## config.mk

```make
export PLATFORM = sky130hd
export DESIGN_NAME = y_buf_argmax_sink
export DESIGN_NICKNAME = d
export VERILOG_FILES = /design/src/rtl/y_buf_argmax_sink.sv
export SDC_FILE = /design/constraint.sdc
export NUM_CORES = 2
export LEC_CHECK = 0
export CAP_MARGIN = 40
export CORE_MARGIN = 5
export CORE_UTILIZATION = 45
export DETAILED_ROUTE_END_ITERATION = 10
export HOLD_SLACK_MARGIN = 0.12
export PLACE_DENSITY_LB_ADDON = 0.3
export SLEW_MARGIN = 10
export SYNTH_ARGS = -nofsm -noshare
export SYNTH_HDL_FRONTEND = slang
export SYNTH_SLANG_ARGS = --single-unit
```

## constraint.sdc

```tcl
create_clock -name clk -period 6.9 [get_ports clk]
set_input_delay 0.69 -clock clk [delete_from_list [all_inputs] [get_ports clk]]
set_output_delay 0.69 -clock clk [all_outputs]
set_load 0.005 [all_outputs]
```

## src/rtl/y_buf_argmax_sink.sv

```systemverilog
// rtl/y_buf_argmax_sink.sv - y_buf write capture, per-image argmax scan and prediction stream
// Collects score words, then reads each image's 10 scores back through a 1-cycle RAM port.
module y_buf_argmax_sink #(
   parameter int IN_IMG_NUM       = 10,
   parameter int Y_BUF_DATA_WIDTH = 32,
   parameter int Y_BUF_DEPTH      = 10*IN_IMG_NUM*4
) (
   input  logic                            clk,
   input  logic                            rst_n,
   input  logic                            start_i,
   input  logic                            done_intr_i,
   input  logic                            y_buf_en,
   input  logic                            y_buf_wr_en,
   input  logic [$clog2(Y_BUF_DEPTH)-1:0]  y_buf_addr,
   input  logic [Y_BUF_DATA_WIDTH-1:0]     y_buf_data,
   output logic                            pred_valid_o,
   input  logic                            pred_ready_i,
   output logic [$clog2(IN_IMG_NUM)-1:0]   pred_img_o,
   output logic [3:0]                      pred_class_o,
   output logic [Y_BUF_DATA_WIDTH-1:0]     pred_score_o,
   output logic                            all_done_o,
   output logic                            err_o
);

   localparam int NW = 10*IN_IMG_NUM;
   localparam int AW = $clog2(Y_BUF_DEPTH);
   localparam int WW = $clog2(NW);
   localparam int IW = $clog2(IN_IMG_NUM);
   localparam int CW = $clog2(NW+1);
   localparam int DW = Y_BUF_DATA_WIDTH;
   localparam logic [DW-1:0] UNWRITTEN = {1'b1, {(DW-1){1'b0}}};

   typedef enum logic [1:0] {S_COLLECT, S_SCAN, S_OUT, S_DONE} state_t;

   state_t          state_q, state_d;
   logic [NW-1:0]   written_q, written_d;
   logic [CW-1:0]   cnt_q, cnt_d;
   logic [IW-1:0]   img_q, img_d;
   logic [3:0]      rd_idx_q, rd_idx_d;
   logic            rd_vld_q, rd_vld_d;
   logic [3:0]      rd_cls_q, rd_cls_d;
   logic            rd_unw_q, rd_unw_d;
   logic [DW-1:0]   best_score_q, best_score_d;
   logic [3:0]      best_cls_q, best_cls_d;
   logic            pred_valid_q, pred_valid_d;
   logic            all_done_q, all_done_d;
   logic            err_q, err_d;

   logic [DW-1:0]   mem [NW];
   logic [DW-1:0]   mem_rd_q;

   logic [AW-3:0]   wr_word;
   logic [WW-1:0]   wr_idx;
   logic [WW-1:0]   rd_word;
   logic            wr_req;
   logic            wr_ok;
   logic [DW-1:0]   rd_score;

   assign wr_word  = y_buf_addr[AW-1:2];
   assign wr_idx   = WW'(wr_word);
   assign wr_req   = y_buf_en & y_buf_wr_en & ~start_i;
   assign wr_ok    = wr_req && (state_q == S_COLLECT) && (y_buf_addr[1:0] == 2'b00)
                     && (32'(wr_word) < NW);
   assign rd_word  = WW'(img_q) * WW'(10) + WW'(rd_idx_q);
   // Words never written this run must lose to any real score.
   assign rd_score = rd_unw_q ? UNWRITTEN : mem_rd_q;

   always_ff @(posedge clk) begin
      if (wr_ok) begin
         mem[wr_idx] <= y_buf_data;
      end
      mem_rd_q <= mem[rd_word];
   end

   always_comb begin
      state_d      = state_q;
      written_d    = written_q;
      cnt_d        = cnt_q;
      img_d        = img_q;
      rd_idx_d     = rd_idx_q;
      rd_vld_d     = 1'b0;
      rd_cls_d     = rd_idx_q;
      rd_unw_d     = ~written_q[rd_word];
      best_score_d = best_score_q;
      best_cls_d   = best_cls_q;
      pred_valid_d = pred_valid_q;
      all_done_d   = all_done_q;
      err_d        = err_q;

      if (start_i) begin
         state_d      = S_COLLECT;
         written_d    = '0;
         cnt_d        = '0;
         img_d        = '0;
         rd_idx_d     = '0;
         best_score_d = '0;
         best_cls_d   = '0;
         pred_valid_d = 1'b0;
         all_done_d   = 1'b0;
         err_d        = 1'b0;
      end else begin
         if (wr_req && !wr_ok) begin
            err_d = 1'b1;
         end
         if (wr_ok) begin
            written_d[wr_idx] = 1'b1;
            if (!written_q[wr_idx]) begin
               cnt_d = cnt_q + CW'(1);
            end
         end

         case (state_q)
            S_COLLECT: begin
               if (cnt_d == CW'(NW) || done_intr_i) begin
                  state_d  = S_SCAN;
                  rd_idx_d = '0;
               end
            end
            S_SCAN: begin
               if (rd_idx_q < 4'd10) begin
                  rd_vld_d = 1'b1;
                  rd_idx_d = rd_idx_q + 4'd1;
               end
               // Class 0 seeds the running max; strict '>' keeps the lowest class on ties.
               if (rd_vld_q) begin
                  if (rd_cls_q == 4'd0 || $signed(rd_score) > $signed(best_score_q)) begin
                     best_score_d = rd_score;
                     best_cls_d   = rd_cls_q;
                  end
                  if (rd_cls_q == 4'd9) begin
                     state_d      = S_OUT;
                     pred_valid_d = 1'b1;
                  end
               end
            end
            S_OUT: begin
               if (pred_ready_i) begin
                  pred_valid_d = 1'b0;
                  if (img_q == IW'(IN_IMG_NUM-1)) begin
                     state_d    = S_DONE;
                     all_done_d = 1'b1;
                  end else begin
                     img_d    = img_q + IW'(1);
                     state_d  = S_SCAN;
                     rd_idx_d = '0;
                  end
               end
            end
            default: begin
               state_d = state_q;
            end
         endcase
      end
   end

   always_ff @(posedge clk or negedge rst_n) begin
      if (!rst_n) begin
         state_q      <= S_COLLECT;
         written_q    <= '0;
         cnt_q        <= '0;
         img_q        <= '0;
         rd_idx_q     <= '0;
         rd_vld_q     <= 1'b0;
         rd_cls_q     <= '0;
         rd_unw_q     <= 1'b1;
         best_score_q <= '0;
         best_cls_q   <= '0;
         pred_valid_q <= 1'b0;
         all_done_q   <= 1'b0;
         err_q        <= 1'b0;
      end else begin
         state_q      <= state_d;
         written_q    <= written_d;
         cnt_q        <= cnt_d;
         img_q        <= img_d;
         rd_idx_q     <= rd_idx_d;
         rd_vld_q     <= rd_vld_d;
         rd_cls_q     <= rd_cls_d;
         rd_unw_q     <= rd_unw_d;
         best_score_q <= best_score_d;
         best_cls_q   <= best_cls_d;
         pred_valid_q <= pred_valid_d;
         all_done_q   <= all_done_d;
         err_q        <= err_d;
      end
   end

   assign pred_valid_o = pred_valid_q;
   assign pred_img_o   = img_q;
   assign pred_class_o = best_cls_q;
   assign pred_score_o = best_score_q;
   assign all_done_o   = all_done_q;
   assign err_o        = err_q;

endmodule

```

# After elaboration in Yosys (flattened, before gate mapping)
# Memories as Yosys holds them, arrays and structs flattened. A register that Yosys moved wholly into a read port is not among the register bits.
# Index checks and enable logic that the tools add are counted.
# classes
mux	54
bitwise_logic	5
n_mul	1
eq_ne	12
n_addsub	4
order_cmp	6
n_reduce_logical	27
# op_table
op	count
two-way mux 100 bit	2
two-way mux 32 bit	5
OR 100 bit	1
two-way mux 4 bit	13
> comparator 32 bit	1
two-way mux 7 bit	4
two-way mux 1 bit	18
less-than comparator 7 x 8 -> 1 bit (second input constant)	2
nonzero test 2 bit	8
inequality test 3 bit (second input constant)	5
binary-select mux 1 bit (select 7 bit)	2
two-way mux 2 bit	6
case mux 4 bit (3 select lines)	1
AND reduction 5 bit	2
AND reduction 3 bit	3
adder 4 x 1 -> 4 bit (second input constant)	2
== test 4 bit (second input constant)	2
adder 7 x 1 -> 7 bit (second input constant)	1
adder 7 x 4 -> 7 bit	1
demux 1 bit (select 7 bit)	1
== test 7 bit (second input constant)	1
>= comparator 7 x 1 -> 1 bit (second input constant)	1
less-than comparator 7 bit (second input constant)	1
multiplier 4 x 3 -> 6 bit (second input constant)	1
other kinds (17)	25
# totals
mem_count	1
reg_bits	162
ram_bits	3200
input_bits	48
# mem_list
name	depth	word_bits	read_ports	rd_ports_with_merged_regs	wr	line_no	source
mem	100	32	1	1	1	49	logic [DW-1:0] mem [NW];

# Longest topological paths before layout
# depth
depth_word	12
ltp_mapped	14
depth_no_buf	11

# Worst setup path after synthesis
# OpenSTA, ideal clock, no wires.
# synth_path
path_kind	input-to-reg
from	in y_buf_addr[2]
to	mem mem[0][0] (netlist bit), enable pin
slack_ns	3.040
setup_time_ns	0.423
cell_stages	8
arrival_time_ns	3.437
t_required_ns	6.477
cell_sequence	buf_6 buf_6 buf_12 or3_1 clkbuf_1 or2_2 clkbuf_1 nor2_1
# synth_via
elab_chain_cells	4
# synth_rtl
item	line_no	source
start: declaration	14	input logic [$clog2(Y_BUF_DEPTH)-1:0] y_buf_addr,
less-than comparator 7 bit	63	&& (32'(wr_word) < NW);
logical AND 1 bit	63	
two-way mux 1 bit	69	if (wr_ok) begin
two-way mux 1 bit (not written as such)	70	mem[wr_idx] <= y_buf_data;
end: declaration	49	
# Several ways; a longest one is shown, not always the timed one.

# Final worst setup path
# layout_path
from	reg state_q[1]
to	mem mem[66][14] (netlist bit), enable pin
# layout_via
elab_chain_cells	6
# layout_rtl
item	line_no	source
start: declaration	35	state_t state_q, state_d;
start signal: assignment	172	state_q <= state_d;
logical NOT 2 bit	62	assign wr_ok = wr_req && (state_q == S_COLLECT) && (y_buf_addr[1:0] == 2'b00)
logical AND 1 bit (2 in a row)	62	
logical AND 1 bit	63	
two-way mux 1 bit	69	
two-way mux 1 bit (not written as such)	70	
# Every way passes these cells.

==> results by group <==
Drt
  – WL final: 343 mm
  – 1st-pass router iterations: 6
  – Via count: 64200
  – # DRC: 0
  – Post-DRT Antenna Nets: 0
  – Vias/cell: 6.12
  – Drt initial violations: 8207
  – Wirelength per Cell: 32.7 µm

Die
  – IO Count: 91
  – Core Footprint: 291000 µm²
  – DIE HEIGHT: 551 µm
  – Number of core rows: 198
  – DIE AREA: 304000 µm²
  – Die W: 551 µm
  – Starting density of the core: 45.2%

Power
  – Leakage: 47.3 nW
  – Peak VDD IR: 365 µV
  – Sw Share: 30.8%
  – Seq pwr share: 38.6%
  – PwrDens: 391 nW/µm²
  – Cell Int Power: 41.0 mW
  – Sw Pwr: 18.2 mW
  – Power share of the combinational group: 29.9%
  – Power, Total: 59.2 mW
  – Clock share of power: 31.5%

Logic synthesis
  – Leading area contributor after synthesis: edfxtp_1
  – Net Count, Synth: 6025
  – Top post-synthesis cells by area: edfxtp_1 73%, mux4_2 18%, dfrtp_1 3.1%
  – Yosys cell types: 68
  – Post-synth EDFFs: 3200
  – Most used flip-flop cell after synthesis: edfxtp_1
  – Sequential area share after synthesis: 76.5%
  – Mapped Cells: 5930
  – Synth Register Bits: 3394
  – Async SR Flop Fraction: 4.77%
  – Syn avg cell area: 22.2 µm²
  – Post-synth top area share: 72.9%
  – Synth warn: 0
  – Mapped cell area: 132000 µm²

Placed design
  – DP Worst Slack: 1910 ps
  – Gp weighted congestion: 0.893
  – DP Area: 140000 µm²
  – Port buffer count: 90
  – Post-DP HPWL: 215 mm

Final layout
  – Final Cell Area: 152000 µm²
  – Final nets: 6393
  – Layout area overhead: 15.0%
  – Layout cell share with drive strength beyond 1: 29.9%
  – Commonest non-fill, non-tap cell in the layout: edfxtp_1
  – Most frequent cells in the layout: 3200 x edfxtp_1, 1040 x mux4_2, 356 x clkbuf_16

CTS
  – Clk_lat worst skew: 910 ps
  – Htree depth: 5
  – Setup Buffers After CTS: 0
  – CTS Sinks: 3394
  – CTS tree: built
  – Clk slew on worst S/H paths: 60 ps
  – Root Driver: clkbuf_16
  – Clock Tree Buf Depth: 4
  – Post-CTS sizing: 0
  – CTS Buf Count: 349

STA
  – Final Worst Setup Slack: 2360 ps
  – Fin Setup TNS: 0 ps
  – Final setup violation count: 0
  – Final Hold Viols: 0
  – Slew headroom: 32.3%
  – Post-route clock period utilization: 65.8%
  – RSZ-0062 raised after global routing: no
  – Crit path time final: 4540 ps
  – Max Fclk: 220 MHz
  – Slew Limit Fails: 0
  – Clock skew: 69.8 ps
  – Slew @ Worst Pin: 1010 ps

Setup path
  – Critical path's top delay family: simple AND/OR/NAND/NOR gates
  – CP max FO: 19
  – Crit. End Element: flop
  – CP arrival: 5050 ps
  – CP max stage delay: 720 ps
  – CP required: 7410 ps
  – CP Launch Type: flop
  – CP max-delay cell: or2_2
  – CP Buf/Inv Count: 2
  – Critical path class: reg2reg
  – Worst-path cell chain: inv_1 > ha_1 > nand4b_1 > nor3_2 > o21ai_1 > or2_2 > nor2_4 > buf_4
  – Flop2flop setup slack: 2360 ps

Global routing
  – GR Util All Layers: 22.5%
  – First-pass GRT wire length: 489 mm
  – Initial antenna violation count: 29
  – Grt total ovfl: 0
  – Vias in the first global route: 63900
  – Largest net degree at the start of global routing: 132

Flow run
  – MaxCap Viol Count: 0

Status
  – Status: complete, no violations

Worst hold path
  – Tightest Hold Check Type: in2reg
[metrics by stage]
step | std cells | util [%] | hold WS [ps]
after floorplan | 5930 | - | 378
after global placement | 9775 | 47.6 | 454
after detailed placement | 9841 | 48.1 | 461
after CTS | 10500 | 52.0 | 121
after global routing | 10500 | 52.0 | 148
final | 10500 | 52.0 | 163
[timing repair]
| item | CTS | global route |
|---|---|---|
| endpoints found under the setup margin | 0 | 0 |
| hold endpoints to repair | 31 | 0 |
| hold buffers | 1 | 0 |
[final cells by class]
type,instances,area (µm²)
Fill cell,22400,140000
Sequential cell,3394,101000
Multi-Input combinational cell,2141,30300
Clock buffer,456,9440
Tap cell,3900,4880
Timing Repair Buffer,339,3970
Clock inverter,177,1880
Inverter,73,274
Antenna cell,8,20.0
[cells by family after synthesis]
kind of cell	count (synthesis)	share of synthesized area [%]
DFF	3394	76.5
muxes	1066	18.0
and+or+nand+nor	769	2.52
buffers and inverters	395	1.18
AOI/OAI and AO/OA	243	1.25
adders and majority gates	47	0.458
xor gates and xnor gates	16	0.106
[cells in the mapped netlist, drive strengths merged (17+ instances only)]
cell	number
a21oi	91
buf	84
clkbuf	238
dfrtp	161
dfxtp	32
edfxtp	3200
ha	45
inv	73
mux2i	17
mux4	1043
nand2	231
nand3	119
nor2	327
o21ai	48
o21ba	17
o41ai	30
or4	30
[final timing paths]
kind / startpoint / to / depth (start not counted)
max: state_q[1] / mem[66][14] / 8
min: y_buf_data[9] / mem[50][9] / 1
max reg2reg: state_q[1] / mem[66][14] / 8
min reg2reg: mem_rd_q[1] / pred_score_o[1] / 2
max in group asynchronous: rst_n / written_q[53] / 3
min in group asynchronous: rst_n / all_done_o / 2
[flip-flops by register name (all words and copies together), names as in the netlist, 2 cells and up]
| signal | cells |
|---|---|
| mem | 3200 |
| rd_cls_q | 4 |
| mem_rd_q | 32 |
| pred_img_o | 4 |
| written_q | 100 |
| rd_cls_d | 4 |
| state_q | 2 |
| cnt_q | 7 |
| pred_score_o | 32 |
| pred_class_o | 4 |
[routing by layer]
metal	vias to the layer above	global-route usage, %	part of all wire (%)	wire length, µm
met5	-	0	0.0058	20
met4	4	5.90	2.9	10100
met3	533	4.11	9.0	30900
met2	3172	35.3	48	163000
met1	34900	33.1	40	139000
li1	25700	-	-	-
[power groups by stage]
stage	clock, mW	combinational (mW)	sequential, mW
after floorplan	0	10.8	23.2
after global placement	0	17.7	23.4
after detailed placement	0	17.8	23.3
after CTS	18.9	17.9	22.9
after global routing	19.8	18.5	22.9
final	18.6	17.7	22.9
Power figures use the tool's default switching activity.
